<file path="src/rtl/gray_stim_pkg.sv">
// Shared state encoding and Gray-code helper for the Gray stimulus sequencer.
package gray_stim_pkg;

  typedef enum logic [1:0] {
    IDLE = 2'd0,
    RUN  = 2'd1,
    DONE = 2'd2
  } state_t;

  function automatic logic [31:0] bin2gray(input logic [31:0] x);
    return x ^ (x >> 1);
  endfunction

endpackage

</file>
<file path="src/rtl/gray_adj_check.sv">
// Gray adjacency checker: flags any accepted vector that is not exactly one bit
// away from the previously accepted vector of the same sweep.
module gray_adj_check #(
  parameter int unsigned W = 4
) (
  input  logic         clk,
  input  logic         rst_n,
  input  logic         clr,
  input  logic         en,
  input  logic [W-1:0] vec,
  output logic         err
);

  logic [W-1:0] prev;
  logic         have_prev;
  logic         bad_c;

  always_comb bad_c = ($countones(prev ^ vec) != 1);

  // First accept of a sweep only seeds prev; later accepts are compared.
  always_ff @(posedge clk or negedge rst_n) begin
    if (!rst_n) begin
      prev      <= '0;
      have_prev <= 1'b0;
      err       <= 1'b0;
    end else if (clr) begin
      have_prev <= 1'b0;
      err       <= 1'b0;
    end else if (en) begin
      if (have_prev && bad_c) err <= 1'b1;
      prev      <= vec;
      have_prev <= 1'b1;
    end
  end

endmodule

</file>
<file path="src/rtl/gray_stim_seq.sv">
// Gray-code stimulus sequencer: sweeps all 2^W input vectors over a valid/ready
// handshake and assembles the downstream truth table.
// Optional adjacency checker enabled by defining GRAY_STIM_CHECK_EN.
module gray_stim_seq
  import gray_stim_pkg::*;
#(
  parameter int unsigned W = 4
) (
  input  logic              clk,
  input  logic              rst_n,
  input  logic              start,
  input  logic              ready,
  input  logic              resp,
  output logic              valid,
  output logic [W-1:0]      vec,
  output logic [W-1:0]      idx,
  output logic              last,
  output logic              busy,
  output logic              done,
  output logic [(1<<W)-1:0] tt,
  output logic              err
);

  localparam int unsigned N       = 32'(1) << W;
  localparam logic [W-1:0] IDX_MAX = W'(N - 1);

  state_t         state, state_d;
  logic           valid_d, done_d;
  logic [W-1:0]   vec_d, idx_d, idx_nxt;
  logic [N-1:0]   tt_d;
  logic           accept, start_sweep;

  assign accept      = (state == RUN) && valid && ready;
  assign start_sweep = (state == IDLE) && start;
  assign idx_nxt     = idx + W'(1);

  // Next-state and datapath updates; registered below.
  always_comb begin
    state_d = state;
    valid_d = valid;
    vec_d   = vec;
    idx_d   = idx;
    done_d  = 1'b0;
    tt_d    = tt;
    case (state)
      IDLE: begin
        if (start_sweep) begin
          state_d = RUN;
          valid_d = 1'b1;
          vec_d   = '0;
          idx_d   = '0;
          tt_d    = '0;
        end
      end
      RUN: begin
        if (accept) begin
          tt_d[vec] = resp;
          if (idx == IDX_MAX) begin
            valid_d = 1'b0;
            done_d  = 1'b1;
            state_d = DONE;
          end else begin
            idx_d = idx_nxt;
            vec_d = W'(bin2gray(32'(idx_nxt)));
          end
        end
      end
      DONE:    state_d = IDLE;
      default: state_d = IDLE;
    endcase
  end

  always_ff @(posedge clk or negedge rst_n) begin
    if (!rst_n) begin
      state <= IDLE;
      valid <= 1'b0;
      vec   <= '0;
      idx   <= '0;
      done  <= 1'b0;
      tt    <= '0;
      busy  <= 1'b0;
      last  <= 1'b0;
    end else begin
      state <= state_d;
      valid <= valid_d;
      vec   <= vec_d;
      idx   <= idx_d;
      done  <= done_d;
      tt    <= tt_d;
      busy  <= (state_d != IDLE);
      last  <= valid_d && (idx_d == IDX_MAX);
    end
  end

`ifdef GRAY_STIM_CHECK_EN
  gray_adj_check #(.W(W)) u_adj_check (
    .clk   (clk),
    .rst_n (rst_n),
    .clr   (start_sweep),
    .en    (accept),
    .vec   (vec),
    .err   (err)
  );
`else
  assign err = 1'b0;
`endif

endmodule
</file>
<file path="config.mk">
export PLATFORM = sky130hd
export DESIGN_NAME = gray_stim_seq
export DESIGN_NICKNAME = d
export VERILOG_FILES = /design/src/rtl/gray_stim_pkg.sv /design/src/rtl/gray_adj_check.sv /design/src/rtl/gray_stim_seq.sv
export SDC_FILE = /design/constraint.sdc
export NUM_CORES = 1
export LEC_CHECK = 0
export CAP_MARGIN = 30
export CORE_MARGIN = 2
export CORE_UTILIZATION = 44
export DETAILED_ROUTE_END_ITERATION = 10
export GPL_ROUTABILITY_DRIVEN = 0
export PLACE_DENSITY = 0.71
export RECOVER_POWER = 25
export SLEW_MARGIN = 10
export SYNTH_ARGS = -nofsm -noshare
export SYNTH_HDL_FRONTEND = slang
export SYNTH_SLANG_ARGS = --single-unit
</file>
<file path="constraint.sdc">
create_clock -name clk -period 1.95 [get_ports clk]
set_input_delay 0.4875 -clock clk [delete_from_list [all_inputs] [get_ports clk]]
set_output_delay 0.4875 -clock clk [all_outputs]
set_load 0.01 [all_outputs]
</file>
## Yosys cells after proc, flatten, opt, wreduce, memory -nomap -nowiden

Cells that the tools add are included.
W data, S select, Z words.

| storage, ports and cells | value |
|---|---|
| bits in registers | 30 |
| input bits | 5 |
| output and inout port bits | 29 |

| operators by class | value |
|---|---|
| add/subtract/negate cells | 1 |
| mux-type cells | 25 |
| magnitude comparators | 2 |
| reductions and logical operators | 10 |
| bitwise logic cells | 1 |
| eq/ne operators | 6 |

Operators by type and width:

| kind | count |
|---|---|
| $mux W16 | 2 |
| $pmux W16 S2 | 1 |
| $mux W4 | 6 |
| $bwmux W16 | 1 |
| $pmux W4 S2 | 2 |
| $eq A4 B4 Y1 const B | 2 |
| $mux W1 | 7 |
| $mux W2 | 3 |
| $ne A2 B2 Y1 const B | 3 |
| $logic_and A1 B1 Y1 | 5 |
| $lt A4 B5 Y1 const B | 1 |
| $add A4 B1 Y4 const B | 1 |
| $demux W1 S4 | 1 |
| $ge A4 B1 Y1 const B | 1 |
| $pmux W2 S2 | 1 |
| $reduce_and A4 Y1 | 1 |
| $reduce_bool A2 Y1 | 2 |
| $xor A4 B3 Y4 | 1 |
| $reduce_and A3 Y1 | 1 |
| $eq A2 B1 Y1 const B | 1 |
| $logic_not A2 Y1 | 1 |
| $pmux W1 S2 | 1 |

## Longest topological paths before layout

Gate-level depths: netlist (run 1).

| logic depth | value |
|---|---|
| depth in word-level cells | 7 |
| mapped depth | 6 |

## Least setup slack after synthesis (run 1)

OpenSTA, ideal clock, no wires.

| timing | value |
|---|---|
| path kind | reg2reg |
| from | reg idx[0] |
| to | reg last |
| stages on the path, launching flop included | 7 |
| data required time | 1.828 ns |
| data arrival time | 1.543 ns |
| setup slack | 0.285 ns |
| library setup time | 0.122 ns |
| period minus slack after synthesis | 1.665 ns |
| cells stage by stage | dfrtp_1 > ha_1 > buf_2 > or2_1 > o21ai_0 > a32oi_1 > a2111oi_1 |

| on the way | value |
|---|---|
| cells in the longest elaborated chain, start to end | 6 |

Ends and longest elaborated chain:

| element | line | source |
|---|---|---|
| start: declaration | gray_stim_seq.sv:16 | `output logic [W-1:0] idx,` |
| start signal: assignment | gray_stim_seq.sv:87 | `idx <= idx_d;` |
| $add A4 B1 Y4 or $eq A4 B4 Y1 (tied branches) | gray_stim_seq.sv:35, gray_stim_seq.sv:58 |  |
| $mux W4 | gray_stim_seq.sv:58 | `if (idx == IDX_MAX) begin` |
| $mux W4 | gray_stim_seq.sv:56 | `if (accept) begin` |
| $pmux W4 S2 | gray_stim_seq.sv:45 | `case (state)` |
| $eq A4 B4 Y1 | gray_stim_seq.sv:91 | `last <= valid_d && (idx_d == IDX_MAX);` |
| $logic_and A1 B1 Y1 (*) | gray_stim_seq.sv:91 |  |
| end signal: assignment | gray_stim_seq.sv:91 |  |
| end: declaration | gray_stim_seq.sv:17 | `output logic last,` |

Every way passes the cells marked *; elsewhere a longest branch is shown, timed or not.
A chain may end at the register's enable or synchronous reset.

## Worst setup path after layout (run 1)

| timing | value |
|---|---|
| from | reg idx[1] |
| to | out idx[1] |

No word-level cell between the ends.

==> results.md, run 1 <==
* Count of clock tree sinks at 30
* Mapped Area at around 1500 um2
* Setup TNS at 0 ns
* # DRC at 0
* CP required at 1.46 ns
* Clock root cell: clkbuf_4
* Synthesized area per cell at slightly above 9 um2
* Synth top area share at 48.9%
* Sequential fraction of the synthesis area at about half
* Combinational Power Share at 20.2%
* Initial core utilization at about 46%
* FF-to-FF Start: idx[1]
* Largest net degree at the start of global routing at 31
* Total CTS buffers at 5
* CP top delay family: buffers and inverters
* Vias in the first global route at around 1.4k
* Ys flop type: dfrtp_1
* Final period util at 95.6%
* Unique cell type count in the Yosys netlist at 37
* Final core utilization at between 60 and 70%
* CP Max Fanout at 6
* WL met1 at roughly 1500 um
* Met3 wire length at 261 um
* Site Rows at 21
* Total routed wirelength at around 3800 um
* Drt pass-1 iters at 4
* Worst Path Buf+Inv at 1
* Status: finished clean
* Port Buffers at 32
* WP depth at 1
* # fillers at 300
* Die X-Extent at between 60 and 70 um
* Fmax at about 540 MHz
* Post-DP HPWL at around 2700 um
* Layout net count at ~210
* CP Capture Point: idx[1]
* Clock power share at between 30% and 40%
* Slew headroom at between 50 and 60%
* Total of max-cap violations at 0
* Power Density at about 730 nW/um2
* Reg2reg end: last
* Overflow left after global routing at 0
* Post-CTS setup buffers at 0
* Antenna diodes at 0
* R2r setup slk at 0.21 ns
* Synth Register Bits at 30
* Final ANT Viol Nets at 0
* Final Slew Violations at 0
* CTS Buffer Depth at 2
* RSZ-0062 raised after global routing: false
* Most common cell in the netlist: dfrtp_1
* FF-to-FF path depth at 5
* Synth top cells by count: dfrtp_1, o21ai_1, nand2_1
* Layout area overhead at 32.1%
* Cells after Synth at around 160
* CTS H-tree lvls at 2
* Switching portion of total power at ~27%
* Worst-Margin Slew at 0.730 ns
* Initial antenna violation count at 0
* Cell Count Post-Placement at between 200 and 250
* Final min period at about 1.9 ns
* Finished Layout Cells at 249
* Synth area leader: dfrtp_1
* Core box area at 3340 um2
* EDFF count, synth at 0
* Top Ports at 34
* DR vias at 1406
* Routed length per instance at 15.1 um
* Post-cts repair resize count at 1
* Critical path cell sequence: clkdlybuf4s50_1
* Routed vias/inst at approximately 5.6
* Clock latency on the worst-skew pair at between 0.3 and 0.4 ns
* Critical Path Start: idx[1]
* Clock-pin slew on the worst setup and hold paths at ~0.10 ns
* Sw Pwr at around 0.00040 W
* Initial DRC count at 85
* Met2 routed WL at just under 2000 um
* CTS tree: yes
* Int Power at between 0.001 and 0.0015 W
* Final hold violations at 0
* Critical Path AT at 1.38 ns
* Share of power burned in registers at 45.3%
* Synth area leaders: dfrtp_1, o21ai_1, a21oi_1, nand2_1, o21ai_0
* Worst min-delay path class: register to register
* Delay of the slowest critical-path stage at between 0.5 and 0.6 ns
* Worst Skew at just under 0.01 ns
* Crit start category: register
* Die H at around 63 um
* Asr flop ratio synth at 100%
* Total track usage at between 20 and 25%
* Ys Warns at 0
* Layout cells sized above 1 at about 14%
* Max layer used: met4
* Crit path capture type: primary output
* CP max-delay cell: clkdlybuf4s50_1
* Cts hold-fix bufs at 0
* Leakage at approximately 0.8 nW
* Final setup violation count at 0
* Mapped Nets at 170
* First-pass GRT wire length at ~6400 um
* Die area at between 3000 and 4000 um2
* Max IR drop VDD at between 400 and 500 uV
* Worst Setup Path Type: register to primary output
## state kept, by name, summed over array words and instances, names as in the netlist
signal / count
idx: 4
valid: 1
done: 1
state: 2
busy: 1
last: 1
tt: 16
vec: 4
## tightest hold or removal path, stage by stage, from the launching register on
cell and delay [ns]:
dfrtp_1 0.35, o21ai_1 0.06, o21ai_1 0.06
## power by group through the flow
| stage | combinational (W) | clock (W) | sequential [W] |
|---|---|---|---|
| detailed placement | 0.000297 | 0 | 0.000683 |
| global placement | 0.000293 | 0 | 0.000682 |
| CTS | 0.000299 | 0.000518 | 0.000670 |
| finish | 0.000300 | 0.000511 | 0.000670 |
| floorplan | 0.000143 | 0 | 0.000697 |
| global route | 0.000326 | 0.000557 | 0.000675 |
## cell families (layout without fill, tap and decap cells)
logic type      after synthesis  after routing  share of synthesized area, %
compound gates               64             64                          24.8
simple gates                 50             50                          17.6
flops                        30             30                          48.9
mux                           1              1                         0.653
buf+inv                      13             52                          4.65
other cells                   1              1                         0.244
fa+ha+maj                     1              1                         0.816
xor+xnor                      4              4                          2.28
## area by class of cell
| cell class | count | area, um2 | share of cell area, % |
|---|---|---|---|
| clock inverter | 1 | 30.0 | 1.48 |
| multi-input combinational | 121 | 712 | 35.1 |
| timing repair buffer | 44 | 420 | 20.7 |
| sequential | 30 | 752 | 37.1 |
| clock buffer | 6 | 51.3 | 2.53 |
| inverter | 1 | 3.75 | 0.185 |
| tap | 46 | 57.6 | 2.84 |
## how the worst min path moves through the flow
| stage | to | startpoint | cells after the start |
|---|---|---|---|
| final | tt[7] | tt[7] | 2 |
| after global routing | tt[10] | tt[10] | 2 |
| after CTS | tt[6] | tt[6] | 2 |
| after detailed placement | tt[6] | tt[6] | 2 |
| after global placement | tt[5] | tt[5] | 2 |
| after floorplan | busy | rst_n | 0 |
## metal layers
layer | up-vias | global-route usage [%]
li1 | 667 | -
met1 | 672 | 23.8
met2 | 61 | 35.6
met3 | 6 | 6.31
met4 | 0 | 8.06
met5 | - | 0
## stage by stage
| step | setup WS, ns | cell area (um2) | total power (W) | hold WS, ns |
|---|---|---|---|---|
| 2_1_floorplan | 0.285 | 1530 | 0.000840 | 0.192 |
| 3_3_place_gp | -0.0128 | 1950 | 0.000975 | 0.484 |
| 3_5_place_dp | -0.146 | 1950 | 0.000980 | 0.495 |
| 4_1_cts | 0.0801 | 2030 | 0.00149 | 0.516 |
| 5_1_grt | 0.00564 | 2030 | 0.00156 | 0.553 |
| 6_report | 0.0863 | 2030 | 0.00148 | 0.508 |
## cells in the final DEF, fill, tap and decap left out, types with 2 or more instances in the layout
cell             count
clkdlybuf4s50_1     31
dfrtp_1             29
o21ai_1             27
nand2_1             15
a21oi_1             12
buf_4               10
nor2_1               9
o21ai_0              9
nor2b_1              7
a31oi_1              6
clkbuf_4             5
nor3_1               4
nand3_2              3
nand2b_1             3
a32o_1               2
nand3_1              2
xnor2_1              2
xor2_1               2
o31ai_1              2
(Power assumes the default switching activity.)
==> run 2: changes to the inputs <==
- ABC_CLOCK_PERIOD_IN_PS: unset -> 2100
- SLEW_MARGIN: 10 -> 5
- clock period: 1.95 -> 2.1 ns (I/O delays scaled with it)
==> run 2 against run 1 <==
  * Clock power down 15%
  * Clock-buffer cell count up 2
  * Via count down 2.6%
  * Wire length down 2.5%
  * Power down 11%
  * Worst hold slack worse by 0.0032 ns
  * Final cell count down 1.6%
  * Critical path depth unchanged
  * Setup slack better by 0.012 ns
  * Global-route usage down 0.26 points
  * Critical path type unchanged
  * Critical endpoint is now idx[3]
  * Largest cell class unchanged
  * Largest power group unchanged
==> results.md, run 2 (synthesized netlist as in run 1, its figures left out) <==
* Status: finished clean
* First-pass GRT wire length at 6420 um
* Slew headroom at roughly half
* Reg2reg end: last
* WL met1 at 1600 um
* Site Rows at 21
* Crit start category: register
* Most common cell after layout, fill and taps aside: clkdlybuf4s50_1
* Initial DRC count at 65
* Routed length per instance at ~15 um
* Final hold violations at 0
* Cell Count Post-Placement at around 240
* Worst-Margin Slew at ~0.74 ns
* Post-CTS setup buffers at 0
* Leakage at between 0.7 and 0.8 nW
* Total of max-cap violations at 0
* Critical Path AT at around 1.5 ns
* Clock latency on the worst-skew pair at between 0.3 and 0.4 ns
* Met3 wire length at between 200 and 250 um
* Fmax at 500 MHz
* Top Ports at 34
* Power Density at about 660 nW/um2
* Final Slew Violations at 0
* CP Capture Point: idx[3]
* Total track usage at around 20%
* CP required at around 1.6 ns
* Max layer used: met4
* CP max-delay cell: clkdlybuf4s50_1
* Total CTS buffers at 5
* Layout net count at roughly 200
* Worst min-delay path class: register to register
* Layout cells sized above 1 at between 10% and 20%
* Post-cts repair resize count at 0
* Final ANT Viol Nets at 0
* Largest register FFs at 16
* Initial antenna violation count at 0
* Clock-pin slew on the worst setup and hold paths at roughly 0.10 ns
* CTS tree: yes
* FF-to-FF path depth at 5
* WP depth at 1
* Total routed wirelength at around 3700 um
* Routed vias/inst at 5.59
* Met2 routed WL at around 1800 um
* Clock root cell: clkbuf_4
* Port Buffers at 32
* Initial core utilization at between 40% and 50%
* FF-to-FF Start: idx[0]
* Die area at just under 4000 um2
* Worst Setup Path Type: register to primary output
* Max IR drop VDD at 431 uV
* Most frequent cells in the layout: clkdlybuf4s50_1, dfrtp_1, o21ai_1
* Critical Path Start: idx[3]
* Die X-Extent at approximately 63 um
* Delay of the slowest critical-path stage at between 0.6 and 0.7 ns
* Core box area at between 3000 and 4000 um2
* Largest net degree at the start of global routing at 31
* Top Registers: tt x16, idx x4, vec x4
* Register with the most flip-flops: tt
* Worst Skew at roughly 0.008 ns
* Drt pass-1 iters at 4
* Cts hold-fix bufs at 0
* # DRC at 0
* RSZ-0062 raised after global routing: false
* R2r setup slk at 0.24 ns
* CTS Buffer Depth at 2
* Count of clock tree sinks at 30
* CP Max Fanout at 10
* CTS H-tree lvls at 2
* Setup TNS at 0 ns
* Layout area overhead at 28.6%
* Worst Path Buf+Inv at 1
* Antenna diodes at 0
* Critical path cell sequence: clkdlybuf4s50_1
* Finished Layout Cells at approximately 250
* CP top delay family: buffers and inverters
* Post-DP HPWL at ~2600 um
* Die H at 63.0 um
* DR vias at between 1k and 1.5k
* Final period util at between 90% and 100%
* Fin Hold WS at between 0.5 and 0.6 ns
* Setup ws final at between 0.09 and 0.1 ns
* Vias in the first global route at about 1.4k
* Place WS at -0.257 ns
* Crit path capture type: primary output
* Final min period at about 2 ns
* Final setup violation count at 0
* Design Power at ~0.0013 W
* Overflow left after global routing at 0
run 2: cell count changes in the layout (fill, tap and decap cells not counted), sizes merged:
| cell | before | now |
|---|---|---|
| clkbuf | 7 | 9 |
| buf | 11 | 6 |
| bufinv | 1 | 0 |
run 2: worst min-delay path by stage:
stage                     start  endpoint  slack (ns)  cells past startpoint
after floorplan           rst_n      busy        0.23                      0
after global placement    tt[7]     tt[7]        0.48                      2
after detailed placement  tt[4]     tt[4]        0.49                      2
after CTS                 tt[4]     tt[4]        0.51                      2
after global routing      tt[3]     tt[3]        0.55                      2
final                     tt[4]     tt[4]        0.50                      2
run 2: final cells by class:
cell class	instances	area, um2
repair buffers	39	370
well taps	46	57.6
flip-flops and latches	30	751
inverters	1	3.75
clock buffers	8	78.8
fillers	308	1360
multi-input cells	121	712
run 2: metal layers:
metal  up-vias  GRT usage [%]
met5         -              0
met4         0           8.06
met3         6           5.95
met2        47           33.8
met1       663           24.8
li1        654              -
run 2: through the flow:
| stage | util (%) | cell area (um2) |
|---|---|---|
| 2_1_floorplan | - | 1530 |
| 3_3_place_gp | 56.6 | 1890 |
| 3_5_place_dp | 56.6 | 1890 |
| 4_1_cts | 59.0 | 1970 |
| 5_1_grt | 59.1 | 1970 |
| 6_report | 59.1 | 1970 |
run 2: power breakdown:
group / internal (W) / switching, W
clock: 0.000229 / 0.000203
combinational: 0.000112 / 0.000132
sequential: 0.000602 / 0.0000331
